[src/rtl/qracc_bus_initiator.sv]
// QRAcc bus initiator: runs WRITE/READ word bursts and CSR polls issued on a host command port.
// Optional read-response timeout is compiled in when QRACC_BUS_TIMEOUT_EN is defined.

module qracc_bus_initiator #(
  parameter int unsigned dataWidth     = 32,
  parameter int unsigned addrWidth     = 32,
  parameter int unsigned lenWidth      = 8,
  parameter int unsigned addrStride    = 4,
  parameter int unsigned timeoutCycles = 64
) (
  input  logic                 clk,
  input  logic                 nrst,
  input  logic                 cmd_valid_i,
  output logic                 cmd_ready_o,
  input  logic [1:0]           cmd_op_i,
  input  logic [addrWidth-1:0] cmd_addr_i,
  input  logic [lenWidth-1:0]  cmd_len_i,
  input  logic [dataWidth-1:0] cmd_mask_i,
  input  logic                 wdata_valid_i,
  output logic                 wdata_ready_o,
  input  logic [dataWidth-1:0] wdata_i,
  output logic                 rdata_valid_o,
  input  logic                 rdata_ready_i,
  output logic [dataWidth-1:0] rdata_o,
  output logic [addrWidth-1:0] bus_addr_o,
  output logic [dataWidth-1:0] bus_data_o,
  output logic                 bus_wen_o,
  output logic                 bus_ren_o,
  input  logic [dataWidth-1:0] bus_data_i,
  input  logic                 bus_rvalid_i,
  output logic                 done_o,
  output logic                 err_o
);

  if (timeoutCycles < 2) begin : g_bad_timeout
    $error("timeoutCycles must be at least 2");
  end

  typedef enum logic [3:0] {
    StIdle,
    StWr,
    StRdReq,
    StRdWait,
    StRdOut,
    StPollReq,
    StPollWait,
    StPollGap,
    StDone
  } state_e;

  localparam logic [addrWidth-1:0] Stride = addrWidth'(addrStride);
  localparam logic [lenWidth-1:0]  LenOne = lenWidth'(1);

  state_e               state_q, state_d;
  logic [addrWidth-1:0] addr_q, addr_d;
  logic [lenWidth-1:0]  len_q, len_d;
  logic [dataWidth-1:0] mask_q, mask_d;
  logic [dataWidth-1:0] rdata_q, rdata_d;
  logic                 err_q, err_d;
  logic                 ready_q, ready_d;

`ifdef QRACC_BUS_TIMEOUT_EN
  localparam int unsigned         TmoW    = $clog2(timeoutCycles);
  localparam logic [TmoW-1:0]     TmoLast = TmoW'(timeoutCycles - 2);
  logic [TmoW-1:0] tmo_q, tmo_d;
`endif

  always_comb begin
    state_d       = state_q;
    addr_d        = addr_q;
    len_d         = len_q;
    mask_d        = mask_q;
    rdata_d       = rdata_q;
    err_d         = err_q;
    wdata_ready_o = 1'b0;
    bus_wen_o     = 1'b0;
    bus_ren_o     = 1'b0;
    bus_data_o    = '0;
    rdata_valid_o = 1'b0;
    done_o        = 1'b0;
`ifdef QRACC_BUS_TIMEOUT_EN
    tmo_d         = '0;
`endif

    unique case (state_q)
      StIdle: begin
        if (cmd_valid_i && ready_q) begin
          addr_d = cmd_addr_i;
          len_d  = cmd_len_i;
          mask_d = cmd_mask_i;
          err_d  = 1'b0;
          case (cmd_op_i)
            2'd0:    state_d = (cmd_len_i == '0) ? StDone : StWr;
            2'd1:    state_d = (cmd_len_i == '0) ? StDone : StRdReq;
            2'd2:    state_d = StPollReq;
            default: begin
              err_d   = 1'b1;
              state_d = StDone;
            end
          endcase
        end
      end
      StWr: begin
        wdata_ready_o = 1'b1;
        bus_wen_o     = wdata_valid_i;
        bus_data_o    = wdata_i;
        if (wdata_valid_i) begin
          addr_d = addr_q + Stride;
          len_d  = len_q - LenOne;
          if (len_q == LenOne) state_d = StDone;
        end
      end
      StRdReq: begin
        bus_ren_o = 1'b1;
        state_d   = StRdWait;
      end
      StRdWait: begin
        if (bus_rvalid_i) begin
          rdata_d = bus_data_i;
          state_d = StRdOut;
        end
`ifdef QRACC_BUS_TIMEOUT_EN
        else if (tmo_q == TmoLast) begin
          err_d   = 1'b1;
          state_d = StDone;
        end else begin
          tmo_d = tmo_q + TmoW'(1);
        end
`endif
      end
      StRdOut: begin
        // rdata_q is only reloaded in StRdWait, so the word stays stable under back-pressure.
        rdata_valid_o = 1'b1;
        if (rdata_ready_i) begin
          addr_d  = addr_q + Stride;
          len_d   = len_q - LenOne;
          state_d = (len_q == LenOne) ? StDone : StRdReq;
        end
      end
      StPollReq: begin
        bus_ren_o = 1'b1;
        state_d   = StPollWait;
      end
      StPollWait: begin
        if (bus_rvalid_i) begin
          state_d = ((bus_data_i & mask_q) == '0) ? StDone : StPollGap;
        end
`ifdef QRACC_BUS_TIMEOUT_EN
        else if (tmo_q == TmoLast) begin
          err_d   = 1'b1;
          state_d = StDone;
        end else begin
          tmo_d = tmo_q + TmoW'(1);
        end
`endif
      end
      StPollGap: state_d = StPollReq;
      StDone: begin
        done_o  = 1'b1;
        state_d = StIdle;
      end
      default: state_d = StIdle;
    endcase

    // Registered so that cmd_ready_o is 0 while in reset and rises with the first idle cycle.
    ready_d = (state_d == StIdle);
  end

  always_ff @(posedge clk or negedge nrst) begin
    if (!nrst) begin
      state_q <= StIdle;
      addr_q  <= '0;
      len_q   <= '0;
      mask_q  <= '0;
      rdata_q <= '0;
      err_q   <= 1'b0;
      ready_q <= 1'b0;
`ifdef QRACC_BUS_TIMEOUT_EN
      tmo_q   <= '0;
`endif
    end else begin
      state_q <= state_d;
      addr_q  <= addr_d;
      len_q   <= len_d;
      mask_q  <= mask_d;
      rdata_q <= rdata_d;
      err_q   <= err_d;
      ready_q <= ready_d;
`ifdef QRACC_BUS_TIMEOUT_EN
      tmo_q   <= tmo_d;
`endif
    end
  end

  assign cmd_ready_o = ready_q;
  assign bus_addr_o  = addr_q;
  assign rdata_o     = rdata_q;
  assign err_o       = err_q;

endmodule

[config.mk]
export PLATFORM = sky130hd
export DESIGN_NAME = qracc_bus_initiator
export DESIGN_NICKNAME = d
export VERILOG_FILES = /design/src/rtl/qracc_bus_initiator.sv
export SDC_FILE = /design/constraint.sdc
export NUM_CORES = 1
export LEC_CHECK = 0
export CAP_MARGIN = 10
export CORE_MARGIN = 2
export CORE_UTILIZATION = 42
export CTS_CLUSTER_DIAMETER = 100
export CTS_CLUSTER_SIZE = 40
export DETAILED_ROUTE_END_ITERATION = 16
export DONT_BUFFER_PORTS = 1
export GPL_ROUTABILITY_DRIVEN = 0
export GPL_TIMING_DRIVEN = 0
export PLACE_DENSITY = 0.53
export SLEW_MARGIN = 20
export SYNTH_ARGS = -nofsm -noshare
export SYNTH_HDL_FRONTEND = slang
export SYNTH_SLANG_ARGS = --single-unit
[constraint.sdc]
create_clock -name clk -period 2.1 [get_ports clk]
set_input_delay 0.105 -clock clk [delete_from_list [all_inputs] [get_ports clk]]
set_output_delay 0.105 -clock clk [all_outputs]
set_load 0.02 [all_outputs]
## Yosys cells after proc, flatten, opt, wreduce, memory -nomap -nowiden

Cells that the tools add are included.

- Flip-flop bits (word level): 110
- Logic and storage cells: 63

- Add/subtract/negate cells: 2
- Equality and inequality tests: 14
- Mux-type cells: 27
- Bitwise operators: 1
- Reduce and logical (&&, ||, !) cells: 12

Operator list:

| kind | count |
|---|---|
| 2-to-1 mux 32 bit | 4 |
| case mux 32 bit (3 select lines) | 1 |
| 2-to-1 mux 4 bit | 10 |
| adder 32 x 3 -> 32 bit, second input constant | 1 |
| AND 32 bit | 1 |
| logical NOT 32 bit | 1 |
| case mux 4 bit (8 select lines) | 1 |
| 2-to-1 mux 8 bit | 3 |
| case mux 8 bit (3 select lines) | 1 |
| equality test 4 x 3 -> 1 bit, second input constant | 4 |
| case mux 4 bit (3 select lines) | 1 |
| equality test 4 x 2 -> 1 bit, second input constant | 2 |
| equality test 8 x 1 -> 1 bit, second input constant | 1 |
| logical NOT 4 bit | 2 |
| logical NOT 8 bit | 1 |
| subtractor 8 x 1 -> 8 bit, second input constant | 1 |
| 2-to-1 mux 1 bit | 6 |
| inequality test 2 bit, second input constant | 3 |
| equality test 4 x 1 -> 1 bit, second input constant | 1 |
| equality test 4 bit, second input constant | 1 |
| AND reduction 2 bit | 2 |
| AND reduction 4 bit | 1 |
| nonzero test 3 bit | 1 |
| OR reduction 3 bit | 1 |
| 5 further kinds | 5 |

## Depth between registers and ports, before layout

Gate-level depths: netlist (run 1).

- Word-level depth: 6
- Depth in mapped cells: 8

## Worst setup path after synthesis (run 1)

No wires, ideal clock.

- Kind: register to register
- From: reg addr_q[2] (netlist: bus_addr_o[2])
- To: reg addr_q[26] (netlist: bus_addr_o[26])
- Arrival: 1,908 ps
- Setup slack: 64 ps
- Cell stages (with the launch flop): 7
- Path buffers: 0
- Path through: dfrtp_1 > ha_1 > nand3_1 > nor4_1 > or3b_1 > o221ai_1 > a21oi_1

- Cells in the longest elaborated chain, start to end: 3

Ends and longest elaborated chain:

| what | RTL line | source |
|---|---|---|
| start: declaration | 55 | `logic [addrWidth-1:0] addr_q, addr_d;` |
| start signal: assignment | 183 | `addr_q <= addr_d;` |
| adder 32 x 3 -> 32 bit * | 108, 135 |  |
| 2-to-1 mux 32 bit, on equally long branches | 134, 107 |  |
| case mux 32 bit (3 select lines) * | 85 | `unique case (state_q)` |

Every way passes the cells marked *; elsewhere a longest branch is shown, timed or not. The select of a mux whose other input is x is not followed.
A chain may end at the register's enable or synchronous reset.

## Worst setup path in the final report (run 1)

Same ends and word-level chain as after synthesis.

==> impl_metrics.tcl, run 1 <==
set metrics [dict create \
    status "finished, violations left" \
    violations "hold timing" \
    setup_violations 0 \
    antenna_left 0 \
    overflow 0 \
    setup_tns_ps 0 \
    relSlewSlack_pct 52.9 \
    syn_avg_cell_area_um2 9.15 \
    wl_per_cell_um 20.2 \
    crit_type "reg -> reg" \
    die_area_mm2 0.0145 \
    rows 42 \
    reg2reg_slack_ps 80 \
    fin_skew_ps 8.15 \
    fin_nets 892 \
    via_count 5329 \
    ys_warn_count 0 \
    clkSinkCount 110 \
    grt_start_max_net_pins 111 \
    cp_cell_sequence "ha_2, nand3_2, nor4_4, or3b_4, o221ai_1, a21oi_1" \
    hold_viol_final 110 \
    totalWireLength_mm 18.7 \
    dp_slack_ps -368 \
    dpl-instance-area_mm2 0.00593 \
    clk_pin_slew_ps 80 \
    dr.pass1.iters 5 \
    fin_area_mm2 0.00759 \
    area_delta_synth_final_pct 33.2 \
    drive_gt1_share_pct 19.3 \
    drc 0 \
    cts_tree "yes" \
    first_global_vias 5411 \
    p_leak_nw 3.28 \
    reg2reg_depth 6 \
    grt_util_all_layers_pct 25.6 \
    fin_crit_ps 2020 \
    timing.final.crit_share_pct 96.1 \
    syn-cell-area_mm2 0.00570 \
    synthCells 623 \
    cp-start-kind "flop" \
    worst_hold_slack_ps -565 \
    htreeDepth 3 \
    antenna_found_initial 0 \
    ir_drop_uv 717 \
    grt_pass1_wl_mm 29.0 \
    start_util_pct 43.0 \
    cts_made_buffers 9 \
    rsz0062_at_grt "no" \
    path_max_fanout 6 \
    root_buffer "clkbuf_16" \
    n_antenna_cell 0 \
    power_mw 12.5 \
    layout_common_cells "nand2_1 (144), dlygate4sd3_1 (101), dfrtp_1 (98)" \
    tightestPinTransition_ps 704 \
    drt_iter0_markers 292 \
    ys_ff_latch 110 \
    synth_ff_type "dfrtp_1" \
    r2r_end "bus_addr_o[26]$_DFFE_PN0P_" \
    critPathArrivalTime_ps 2260 \
    final_common_cell "nand2_1" \
    max_clock_freq_mhz 496 \
    insertion_delay_ps 360 \
    p_per_area_mw_per_mm2 1650 \
    syn-num-nets 770 \
    hpwl_mm 13.0 \
    min_path_type "in -> async" \
    end_kind "flop" \
    coreArea_mm2 0.0132 \
    ys_seq_area_share_pct 48.3 \
    fin_ws_ps 82.5 \
    crit_slowest_cell "dfrtp_2" \
    cp_slowest_stage_delay_ps 490 \
    critPathRequiredTime_ps 2340 \
    die_x_um 121 \
    portBuffers 0 \
    cts_buffer_depth 2 \
    synth_edf_count 0 \
    fp.dieH_um 121 \
    synthArstFlopShare_pct 100 \
    synth_cell_type_count 56 \
    maxCapViolations 0 \
    timing.rr.start "bus_addr_o[2]$_DFFE_PN0P_" \
    pin_count 247 \
    via_per_inst 5.75 \
    slew_violations 0 \
]
cells in the mapped netlist, types with 3 or more instances:
| master | number | area [um2] |
|---|---|---|
| a221o_1 | 3 | 30.0 |
| mux2i_1 | 4 | 40.0 |
| or2_1 | 3 | 18.8 |
| buf_1 | 6 | 22.5 |
| mux2_2 | 22 | 248 |
| clkbuf_1 | 14 | 52.6 |
| o21ai_0 | 12 | 60.1 |
| buf_2 | 16 | 80.1 |
| inv_1 | 5 | 18.8 |
| o22ai_1 | 11 | 68.8 |
| nor3_1 | 10 | 50.1 |
| o21ai_1 | 17 | 85.1 |
| a2bb2oi_1 | 11 | 96.3 |
| nand2b_1 | 3 | 18.8 |
| nor4_1 | 9 | 56.3 |
| nand3_1 | 22 | 110 |
| a31oi_1 | 3 | 18.8 |
| and2_1 | 36 | 225 |
| a21oi_1 | 42 | 210 |
| o22a_1 | 3 | 26.3 |
| nand4_1 | 14 | 87.6 |
| nor2_1 | 27 | 101 |
| a22oi_1 | 20 | 150 |
| mux2_1 | 10 | 113 |
| and3_1 | 3 | 18.8 |
| nand2_1 | 144 | 541 |
| dfrtp_1 | 110 | 2750 |
| ha_1 | 3 | 37.5 |
registers in the layout (all words and copies together) (netlist names):
signal	flops
bus_addr_o	32
cmd_ready_o	1
mask_q	32
rdata_o	32
err_o	1
len_q	8
state_q	4
worst max path at each step:
stage	from	to	slack, ps	cells after the start
floorplan	bus_addr_o[2]$_DFFE_PN0P_	bus_addr_o[26]$_DFFE_PN0P_	60	6
global placement	bus_addr_o[2]$_DFFE_PN0P_	bus_addr_o[26]$_DFFE_PN0P_	-380	6
detailed placement	bus_addr_o[2]$_DFFE_PN0P_	bus_addr_o[26]$_DFFE_PN0P_	-370	6
CTS	state_q[1]$_DFF_PN0_	rdata_o[0]$_DFFE_PN0P_	-30	5
global route	bus_addr_o[2]$_DFFE_PN0P_	bus_addr_o[26]$_DFFE_PN0P_	4	6
finish	bus_addr_o[2]$_DFFE_PN0P_	bus_addr_o[26]$_DFFE_PN0P_	80	6
metrics by stage:
step                utilization [%]  hold slack, ps  instances
finish                         57.3            -565        926
global route                   57.3            -582        926
CTS                            55.9            -578        920
detailed placement             44.8            -188        799
global placement               44.7            -188        799
floorplan                         -            -191        623
worst max-delay path: cells and delay by family (launching register included):
family | cells | cell delay [ps]
AO/OA/AOI/OAI | 2 | 260
adder cells (fa/ha/maj) | 1 | 260
flip-flops | 1 | 490
AND/OR/NAND/NOR | 3 | 880
report_power, final:
group,total (mW),switching (mW),internal [mW]
logic,5.54,3.28,2.26
registers,5.00,1.81,3.19
clock network,1.99,0.823,1.17
total,12.5,5.91,6.62
area by class of cell:
class | instances | area [um2]
well taps | 176 | 220
flip-flops and latches | 110 | 2770
clock buffers | 9 | 225
repair buffers | 111 | 1090
multi-input cells | 471 | 2940
inverters | 5 | 18.8
clock inverters | 7 | 120
plain buffers | 37 | 220
fillers | 1198 | 5650
layer usage:
layer / vias up / global-route usage [%] / share of wire, %
met5: - / 0 / 0
met4: 0 / 7.19 / 1.7
met3: 22 / 6.46 / 7.7
met2: 213 / 42.3 / 49
met1: 2614 / 33.4 / 42
li1: 2480 / - / -
what timing repair did:
item	4_1_cts	5_1_grt
setup endpoints to repair	123	131
pin swaps	5	6
resized for setup	34	72
hold buffers	100	1
buffers inserted	5	5
endpoints found under the hold margin	212	111
logic make-up (layout without fill, tap and decap cells):
| group | Yosys count | in the layout | synth area share, % |
|---|---|---|---|
| DFF | 110 | 110 | 48.3 |
| xor gates and xnor gates | 1 | 1 | 0.154 |
| AOI/OAI and AO/OA | 139 | 139 | 15.6 |
| buffers and inverters | 42 | 169 | 3.18 |
| adders and majority gates | 3 | 3 | 0.659 |
| and+or+nand+nor | 292 | 292 | 25.1 |
| muxes | 36 | 36 | 7.02 |
No activity file was read; power rests on OpenSTA's default activity.
==> run 2, diff against run 1 <==
RECOVER_POWER = 100   (was default)
==> run 2 against run 1 <==
Compared with the run above:
- the run still ends with hold timing left
- via count increased by 0.13%
- utilization decreased by 0.13 points
- critical path type unchanged
- first-iteration DRC count decreased by 1.7%
- final area decreased by 0.23%
- flip-flop and latch count unchanged
- global-route usage unchanged
- critical endpoint is now bus_addr_o[31]$_DFFE_PN0P_
- wire length about the same
- non-clock buffer count unchanged
- count of clock-buffer cells in the layout unchanged
- worst hold slack about the same
==> impl_metrics.tcl, run 2 (synthesized netlist as in run 1, its figures left out) <==
set metrics [dict create \
    dp_slack_ps -368 \
    drive_gt1_share_pct 18.0 \
    violations "hold timing" \
    power_frac_comb_pct 44.0 \
    grt_util_all_layers_pct 25.6 \
    clkSinkCount 110 \
    root_buffer "clkbuf_16" \
    fin_crit_ps 2000 \
    cp_cell_sequence "buf_6, nand4_4, or4_4, nor4_4, mux2i_1, o21ai_1" \
    p_clk_share_pct 16.0 \
    ir_drop_uv 717 \
    coreArea_mm2 0.0132 \
    reg2reg_depth 6 \
    min_path_type "in -> async" \
    relSlewSlack_pct 52.7 \
    wl_per_cell_um 20.2 \
    final_util_pct 57.2 \
    worst_hold_slack_ps -566 \
    fin_nets 892 \
    htreeDepth 3 \
    antenna_found_initial 0 \
    internal_power_mw 6.58 \
    grt_pass1_wl_mm 29.0 \
    final_common_cell "nand2_1" \
    p_per_area_mw_per_mm2 1650 \
    fin_skew_ps 7.74 \
    dr.pass1.iters 5 \
    start_util_pct 43.0 \
    cts_buffer_depth 2 \
    area_delta_synth_final_pct 32.9 \
    grt_start_max_net_pins 111 \
    via_count 5336 \
    die_x_um 121 \
    overflow 0 \
    status "finished, violations left" \
    switching_share_pct 47.3 \
    placed_cells 799 \
    rows 42 \
    end_kind "flop" \
    critPathRequiredTime_ps 2330 \
    hold_viol_final 110 \
    rsz0062_at_grt "no" \
    first_global_vias 5411 \
    n_antenna_cell 0 \
    max_clock_freq_mhz 499 \
    slew_violations 0 \
    cp_slowest_stage_delay_ps 630 \
    pin_count 247 \
    p_switching_mw 5.92 \
    portBuffers 0 \
    power_mw 12.5 \
    via_per_inst 5.76 \
    maxCapViolations 0 \
    timing.final.crit_share_pct 95.4 \
    insertion_delay_ps 360 \
    p_leak_nw 3.27 \
    fin_ws_ps 96.0 \
    crit_type "reg -> reg" \
    hpwl_mm 13.0 \
    critPathArrivalTime_ps 2230 \
    crit_slowest_cell "or4_4" \
    layout_common_cells "nand2_1 (144), dlygate4sd3_1 (101), dfrtp_1 (100)" \
    cp-start-kind "flop" \
    cts_tree "yes" \
    drc 0 \
    pwr-share-seq_pct 40.0 \
    drt_iter0_markers 287 \
    totalWireLength_mm 18.7 \
    path_max_fanout 8 \
    clk_pin_slew_ps 80 \
    layout.cells.non_filler 926 \
    fp.dieH_um 121 \
    antenna_left 0 \
    cts_made_buffers 9 \
    tightestPinTransition_ps 707 \
    setup_violations 0 \
    die_area_mm2 0.0145 \
]
-- run 2: cell count changes in the layout (fill, tap and decap cells not counted), sizes merged --
| cell | delta |
|---|---|
| buf | -8 |
| clkbuf | +8 |
-- run 2: area by class of cell --
cell class	count	area, um2
Sequential cell	110	2770
Fill cell	1204	5670
Clock buffer	9	225
Clock inverter	7	120
Timing Repair Buffer	111	1080
Multi-Input combinational cell	471	2930
Inverter	5	18.8
Buffer	37	218
Tap cell	176	220
-- run 2: timing repair --
action                     CTS  global route
setup endpoints to repair  123           131
hold buffers               100             1
pin swaps                    5             6
hold endpoints to repair   212           111
gates cloned                 0             0
setup buffers                5             5
gates resized for setup     34            72
-- run 2: critical path: cells and delay by family (launching register included) --
kind | cells | cell delay, ps
muxes | 1 | 220
and+or+nand+nor | 3 | 980
AOI/OAI and AO/OA | 1 | 80
DFF | 1 | 440
buffers and inverters | 1 | 150
-- run 2: power groups by stage --
| stage | Clock, mW | Combinational, mW | Sequential [mW] |
|---|---|---|---|
| global route | 2.11 | 6.05 | 5.15 |
| global placement | 0 | 4.78 | 4.93 |
| floorplan | 0 | 3.79 | 4.63 |
| CTS | 2.03 | 5.23 | 4.95 |
| finish | 1.99 | 5.50 | 5.00 |
| detailed placement | 0 | 4.87 | 4.95 |
-- run 2: per-layer routing --
| metal | track usage (%) | part of all wire, % | vias to the layer above |
|---|---|---|---|
| li1 | - | - | 2482 |
| met1 | 33.4 | 42 | 2620 |
| met2 | 42.3 | 49 | 210 |
| met3 | 6.46 | 7.5 | 24 |
| met4 | 7.19 | 1.8 | 0 |
| met5 | 0 | 0 | - |
-- run 2: through the flow --
step | instance area (um2) | hold WS [ps] | setup TNS, ps
3_5_place_dp | 5930 | -188 | -9010
4_1_cts | 7410 | -578 | -407
2_1_floorplan | 5700 | -191 | 0
5_1_grt | 7580 | -582 | 0
3_3_place_gp | 5920 | -188 | -7150
6_report | 7580 | -566 | 0
-- run 2: worst paths after layout --
| kind | startpoint | end | slack [ps] |
|---|---|---|---|
| hold reg to reg | mask_q[17]$_DFFE_PN0P_ | mask_q[17]$_DFFE_PN0P_ | 480 |
| min in group clk | cmd_addr_i[24] | bus_addr_o[24]$_DFFE_PN0P_ | 20 |
| setup / recovery | bus_addr_o[13]$_DFFE_PN0P_ | bus_addr_o[31]$_DFFE_PN0P_ | 100 |
| setup reg to reg | bus_addr_o[13]$_DFFE_PN0P_ | bus_addr_o[31]$_DFFE_PN0P_ | 100 |
| max in group asynchronous | nrst | state_q[2]$_DFF_PN0_ | 2450 |
| hold / removal | nrst | bus_addr_o[5]$_DFFE_PN0P_ | -570 |
